[config.mk]
export PLATFORM = sky130hd
export DESIGN_NAME = instr_encoder_flat
export DESIGN_NICKNAME = d
export VERILOG_FILES = /design/src/rtl/instr_encoder_if.sv /design/src/rtl/instr_encoder.sv /design/src/flat_wrapper.sv
export SDC_FILE = /design/constraint.sdc
export NUM_CORES = 1
export LEC_CHECK = 0
export BUFFER_PORTS_ARGS = -buffer_cell sky130_fd_sc_hd__buf_2
export CAP_MARGIN = 20
export CORE_UTILIZATION = 60
export DETAILED_ROUTE_END_ITERATION = 16
export GPL_TIMING_DRIVEN = 0
export PLACE_DENSITY = 0.81
export SLEW_MARGIN = 20
export SYNTH_ARGS = -nofsm -noshare
export SYNTH_HDL_FRONTEND = slang
export SYNTH_SLANG_ARGS = --single-unit
[constraint.sdc]
create_clock -name clk -period 4.95 [get_ports clk]
set_input_delay 0.99 -clock clk [delete_from_list [all_inputs] [get_ports clk]]
set_output_delay 0.99 -clock clk [all_outputs]
set_load 0.02 [all_outputs]
[src/rtl/instr_encoder_if.sv]
// ---------------------------------------------------------------------------
// instr_encoder_if
// Purpose : bundles the field-tuple input handshake, the instruction-memory
//           output handshake, the address-load control and the occupancy
//           status of the instruction encoder.
// Signals :
//   in_valid / in_ready        tuple handshake (loader -> encoder)
//   opcode, imm_present, funct,
//   dest_reg, src_reg, imm     instruction fields of the tuple
//   out_valid / out_ready      word handshake (encoder -> instruction memory)
//   out_instr, out_addr        encoded word and its write address
//   addr_load, addr_base       load a new base write address
//   count                      FIFO occupancy
// Modports:
//   master : loader / memory side (drives tuples, out_ready, address load)
//   slave  : encoder side
// ---------------------------------------------------------------------------
interface instr_encoder_if #(
    parameter int DEPTH  = 4,
    parameter int ADDR_W = 16
);
    logic                       in_valid;
    logic                       in_ready;
    logic [3:0]                 opcode;
    logic                       imm_present;
    logic [2:0]                 funct;
    logic [3:0]                 dest_reg;
    logic [3:0]                 src_reg;
    logic [15:0]                imm;
    logic                       out_valid;
    logic                       out_ready;
    logic [31:0]                out_instr;
    logic [ADDR_W-1:0]          out_addr;
    logic                       addr_load;
    logic [ADDR_W-1:0]          addr_base;
    logic [$clog2(DEPTH+1)-1:0] count;

    modport master (
        output in_valid, opcode, imm_present, funct, dest_reg, src_reg, imm,
        output out_ready, addr_load, addr_base,
        input  in_ready, out_valid, out_instr, out_addr, count
    );

    modport slave (
        input  in_valid, opcode, imm_present, funct, dest_reg, src_reg, imm,
        input  out_ready, addr_load, addr_base,
        output in_ready, out_valid, out_instr, out_addr, count
    );
endinterface

[src/rtl/instr_encoder.sv]
// ---------------------------------------------------------------------------
// instr_encoder
// Purpose : packs instruction field tuples into 32-bit instruction words,
//           buffers them in a DEPTH-entry FIFO and streams them to
//           instruction memory with an auto-incrementing write address.
// Ports   :
//   clk    clock, all logic on the rising edge
//   reset  synchronous, active-high reset
//   bus    instr_encoder_if.slave (tuple input, word output, address load,
//          occupancy)
// ---------------------------------------------------------------------------
module instr_encoder #(
    parameter int DEPTH  = 4,
    parameter int ADDR_W = 16
) (
    input  logic            clk,
    input  logic            reset,
    instr_encoder_if.slave  bus
);
    localparam int PTR_W = $clog2(DEPTH);
    localparam int CNT_W = $clog2(DEPTH + 1);
    localparam logic [CNT_W-1:0] FULL = CNT_W'(DEPTH);

    logic [31:0]       mem_q [DEPTH];
    logic [PTR_W-1:0]  wr_ptr_q, wr_ptr_d;
    logic [PTR_W-1:0]  rd_ptr_q, rd_ptr_d;
    logic [CNT_W-1:0]  count_q, count_d;
    logic [ADDR_W-1:0] addr_q, addr_d;

    logic [31:0] word;
    logic        in_ready_w;
    logic        out_valid_w;
    logic        push;
    logic        pop;

    // Immediate field is zeroed when the instruction carries no immediate.
    assign word = {bus.opcode, bus.imm_present, bus.funct, bus.dest_reg,
                   bus.src_reg, bus.imm_present ? bus.imm : 16'h0000};

    // Ready depends on occupancy only, so a full FIFO never admits a push
    // even if a pop happens in the same cycle.
    assign in_ready_w  = (count_q != FULL);
    assign out_valid_w = (count_q != '0);
    assign push        = bus.in_valid && in_ready_w;
    assign pop         = out_valid_w && bus.out_ready;

    always_comb begin
        wr_ptr_d = wr_ptr_q;
        rd_ptr_d = rd_ptr_q;
        count_d  = count_q;
        addr_d   = addr_q;

        if (push) begin
            wr_ptr_d = wr_ptr_q + PTR_W'(1);
        end
        if (pop) begin
            rd_ptr_d = rd_ptr_q + PTR_W'(1);
        end

        case ({push, pop})
            2'b10:   count_d = count_q + CNT_W'(1);
            2'b01:   count_d = count_q - CNT_W'(1);
            default: count_d = count_q;
        endcase

        // A load wins over the pop increment; the popped word already used
        // the old address.
        if (bus.addr_load) begin
            addr_d = bus.addr_base;
        end else if (pop) begin
            addr_d = addr_q + ADDR_W'(1);
        end
    end

    always_ff @(posedge clk) begin
        if (reset) begin
            wr_ptr_q <= '0;
            rd_ptr_q <= '0;
            count_q  <= '0;
            addr_q   <= '0;
        end else begin
            wr_ptr_q <= wr_ptr_d;
            rd_ptr_q <= rd_ptr_d;
            count_q  <= count_d;
            addr_q   <= addr_d;
        end
    end

    // Storage needs no reset: entries are only visible while counted.
    always_ff @(posedge clk) begin
        if (!reset && push) begin
            mem_q[wr_ptr_q] <= word;
        end
    end

    assign bus.in_ready  = in_ready_w;
    assign bus.out_valid = out_valid_w;
    assign bus.out_instr = out_valid_w ? mem_q[rd_ptr_q] : 32'h0;
    assign bus.out_addr  = addr_q;
    assign bus.count     = count_q;
endmodule

[src/flat_wrapper.sv]
// flat-port wrapper written by rule: the top's interface ports become plain ports
module instr_encoder_flat 
#(
    parameter int DEPTH  = 4,
    parameter int ADDR_W = 16
)
  (clk, reset, bus_in_valid, bus_opcode, bus_imm_present, bus_funct, bus_dest_reg, bus_src_reg, bus_imm, bus_out_ready, bus_addr_load, bus_addr_base, bus_in_ready, bus_out_valid, bus_out_instr, bus_out_addr, bus_count);
  instr_encoder_if #(.DEPTH(DEPTH), .ADDR_W(ADDR_W)) bus_i ();
  input  logic clk;
  input  logic reset;
  input wire logic [$bits(bus_i.in_valid)-1:0] bus_in_valid;
  input wire logic [$bits(bus_i.opcode)-1:0] bus_opcode;
  input wire logic [$bits(bus_i.imm_present)-1:0] bus_imm_present;
  input wire logic [$bits(bus_i.funct)-1:0] bus_funct;
  input wire logic [$bits(bus_i.dest_reg)-1:0] bus_dest_reg;
  input wire logic [$bits(bus_i.src_reg)-1:0] bus_src_reg;
  input wire logic [$bits(bus_i.imm)-1:0] bus_imm;
  input wire logic [$bits(bus_i.out_ready)-1:0] bus_out_ready;
  input wire logic [$bits(bus_i.addr_load)-1:0] bus_addr_load;
  input wire logic [$bits(bus_i.addr_base)-1:0] bus_addr_base;
  output wire logic [$bits(bus_i.in_ready)-1:0] bus_in_ready;
  output wire logic [$bits(bus_i.out_valid)-1:0] bus_out_valid;
  output wire logic [$bits(bus_i.out_instr)-1:0] bus_out_instr;
  output wire logic [$bits(bus_i.out_addr)-1:0] bus_out_addr;
  output wire logic [$bits(bus_i.count)-1:0] bus_count;
  assign bus_i.in_valid = bus_in_valid;
  assign bus_i.opcode = bus_opcode;
  assign bus_i.imm_present = bus_imm_present;
  assign bus_i.funct = bus_funct;
  assign bus_i.dest_reg = bus_dest_reg;
  assign bus_i.src_reg = bus_src_reg;
  assign bus_i.imm = bus_imm;
  assign bus_i.out_ready = bus_out_ready;
  assign bus_i.addr_load = bus_addr_load;
  assign bus_i.addr_base = bus_addr_base;
  assign bus_in_ready = bus_i.in_ready;
  assign bus_out_valid = bus_i.out_valid;
  assign bus_out_instr = bus_i.out_instr;
  assign bus_out_addr = bus_i.out_addr;
  assign bus_count = bus_i.count;
  instr_encoder #(.DEPTH(DEPTH), .ADDR_W(ADDR_W)) u_core (.clk(clk), .reset(reset), .bus(bus_i));
endmodule
==> results.cfg <==
[critical_path]
path_cells = nor3_1 -> clkbuf_1 -> nor2b_1 -> buf_2
worstSetupPathType = flip-flop to primary output
slowest_delay_ns = 0.79
arrival_ns = 2.49
required_ns = 3.96
path_delay_family = simple AND/OR/NAND/NOR gates
worstPathMaxFanout = 10
crit_buf_inv = 2
slowest_stage = nor3_1
crit_path_start_kind = flip-flop
endpoint_kind = primary output

[cts]
cts.htree.levels = 4
post_cts_resized = 0
clkSlewWorstSetupHoldPaths_ns = 0.06
holdBufCountCts = 0
cts.path.max_buffers = 2
cts_buffers = 17
cts_root_buf = clkbuf_8
clock_latency_ns = 0.51
cts_setup_buffers = 0
clock-sinks = 153
cts_tree = done

[synth]
ys_async_sr_fraction = 0
synth_edf_count = 128
post-synth-top-area-fraction = 0.6192
syn_inst = 372
synth.largest_area_cell = edfxtp_1
ys_ff_latch = 153
synth_common_cells = edfxtp_1 (128), mux4_2 (32), nor2b_1 (32)
synth_top_cells_by_area = edfxtp_1 (62%), mux4_2 (12%), dfxtp_1 (8.1%)
ys.flop_type = edfxtp_1
netlist_area_um2 = 6207
syn_area_per_cell_um2 = 16.69
synth_most_common_cell = edfxtp_1
synthDistinctLibCells = 33
ys_warn_count = 0
seq_area_frac_synth = 0.6999
syn_nets = 432

[cells_and_area]
syn2layout_area_growth_pct = 22.15
final_layout_size_suffix_gt1_frac = 0.3523
diodes = 0
fin_cells = 644
finalNetCount = 559

[sta]
setup_violations = 0
drv_slew = 0
fin_worst_skew_ns = 0.007974
finalSetupTns_ns = 0
max_freq_ghz = 0.2877
slew_headroom = 0.3628
hold_viol_final = 0
tightest_slew_ns = 0.9485
rsz0062_at_grt = false
period_needed_ns = 3.476
min_period_over_period = 0.7022

[placed_design]
io_buffers = 104
place.gp.congestion = 0.7918
place_hpwl_um = 7699
dp_cells = 613

[global_routing]
grt_pass1_wl_um = 19530
grt_pass1_vias = 3741
gr-total-overflow = 0
grt_start_max_net_pins = 28
grt_usage = 0.2453
grt_antenna_before_repair = 0

[run]
maxCapViolCount = 0

[floorplan]
core-area_um2 = 9910
io_pins = 106
rows = 36
die_w_um = 103.7
die_area_um2 = 10760
start_util = 0.6264
dieHeight_um = 103.7

[route]
antenna_left = 0
dr_total_vias = 3681
routed_wl_um = 12120
drc = 0
dr.pass1.iters = 4
viasPerCell = 5.716
drt-wirelength-per-cell_um = 18.83
dr.first_iter.drc_count = 228

[outcome]
status = complete, no violations

[pwr]
peakVddDrop_uv = 270.0
p_per_area_nw_per_um2 = 526.7
p_leak_uw = 0.002730

[hold_path]
hp-class = flip-flop to flip-flop
routing by layer:
metal	track usage	part of all wire	vias to the layer above
met4	0.08776	0.015	0
met2	0.4060	0.51	137
met5	0	0	-
met3	0.05601	0.057	16
li1	-	-	1694
met1	0.3226	0.42	1834
stage by stage:
step           utilization  setup slack [ns]  hold WS, ns  power, uW  area (um2)
5_1_grt             0.7652             1.360       0.5663       4175        7582
2_1_floorplan            -             2.436       0.4692       2349        6207
4_1_cts             0.7652             1.458       0.5504       4019        7582
3_5_place_dp        0.7051             1.993       0.5009       2716        6987
6_report            0.7652             1.474       0.5568       3993        7582
3_3_place_gp        0.6957             1.809       0.4847       2677        6894
report_power, final:
part	switching, uW	leakage [uW]	internal [uW]
registers	55.2	0.00138	1490
logic	684	0.00106	457
clock network	489	0.000292	816
total	1230	0.00273	2770
path summary, 6_finish.rpt:
kind / start / end / slack (ns) / depth (start not counted)
max: u_core.bus.count[0] / bus_out_instr[11] / 1.47 / 4
min: u_core.bus.out_addr[1] / u_core.bus.out_addr[1] / 0.56 / 2
max reg2reg: u_core.bus.count[2] / u_core.bus.count[2] / 2.25 / 8
min reg2reg: u_core.bus.out_addr[1] / u_core.bus.out_addr[1] / 0.56 / 2
tightest hold or removal path, delay by kind of cell, from the launching register on:
kind / cells / cell delay, ns
flops: 1 / 0.35
compound gates: 1 / 0.08
simple gates: 1 / 0.07
cell type report:
| type | instances | area (um2) |
|---|---|---|
| Buffer | 16 | 63.81 |
| Clock inverter | 12 | 173.9 |
| Inverter | 14 | 52.55 |
| Multi-Input combinational cell | 189 | 1752 |
| Sequential cell | 153 | 4344 |
| Tap cell | 133 | 166.4 |
| Fill cell | 597 | 2327 |
| Clock buffer | 19 | 421.7 |
| Timing Repair Buffer | 108 | 608.1 |
registers in the layout, indices dropped and copies added (netlist names), named ones only:
name	cells
u_core.wr_ptr_q	2
u_core.bus.out_addr	16
u_core.bus.count	3
u_core.rd_ptr_q	2
u_core.mem_q	128
layout by cell type (no fill, tap or decap), types with 5 or more instances in the layout:
| master | instances |
|---|---|
| dfxtp_1 | 25 |
| nor2_1 | 23 |
| nand2_1 | 7 |
| nand4_1 | 6 |
| buf_2 | 107 |
| xor2_1 | 6 |
| nand3_1 | 5 |
| and2_1 | 16 |
| inv_1 | 12 |
| xnor2_1 | 7 |
| ha_1 | 6 |
| edfxtp_1 | 128 |
| clkbuf_16 | 16 |
| clkbuf_1 | 15 |
| nor2b_1 | 32 |
| a311oi_1 | 5 |
| a211oi_1 | 9 |
| mux4_2 | 32 |
| a21oi_1 | 5 |
logic make-up after synthesis:
| group | Yosys count | synth area share |
|---|---|---|
| AND/OR/NAND/NOR | 106 | 0.09555 |
| flip-flops | 153 | 0.6999 |
| AO/OA/AOI/OAI | 31 | 0.03608 |
| XOR/XNOR | 13 | 0.01834 |
| multiplexers | 32 | 0.1161 |
| buffers and inverters | 30 | 0.01875 |
| adder cells (fa/ha/maj) | 7 | 0.01532 |
Power figures use the tool's default switching activity.
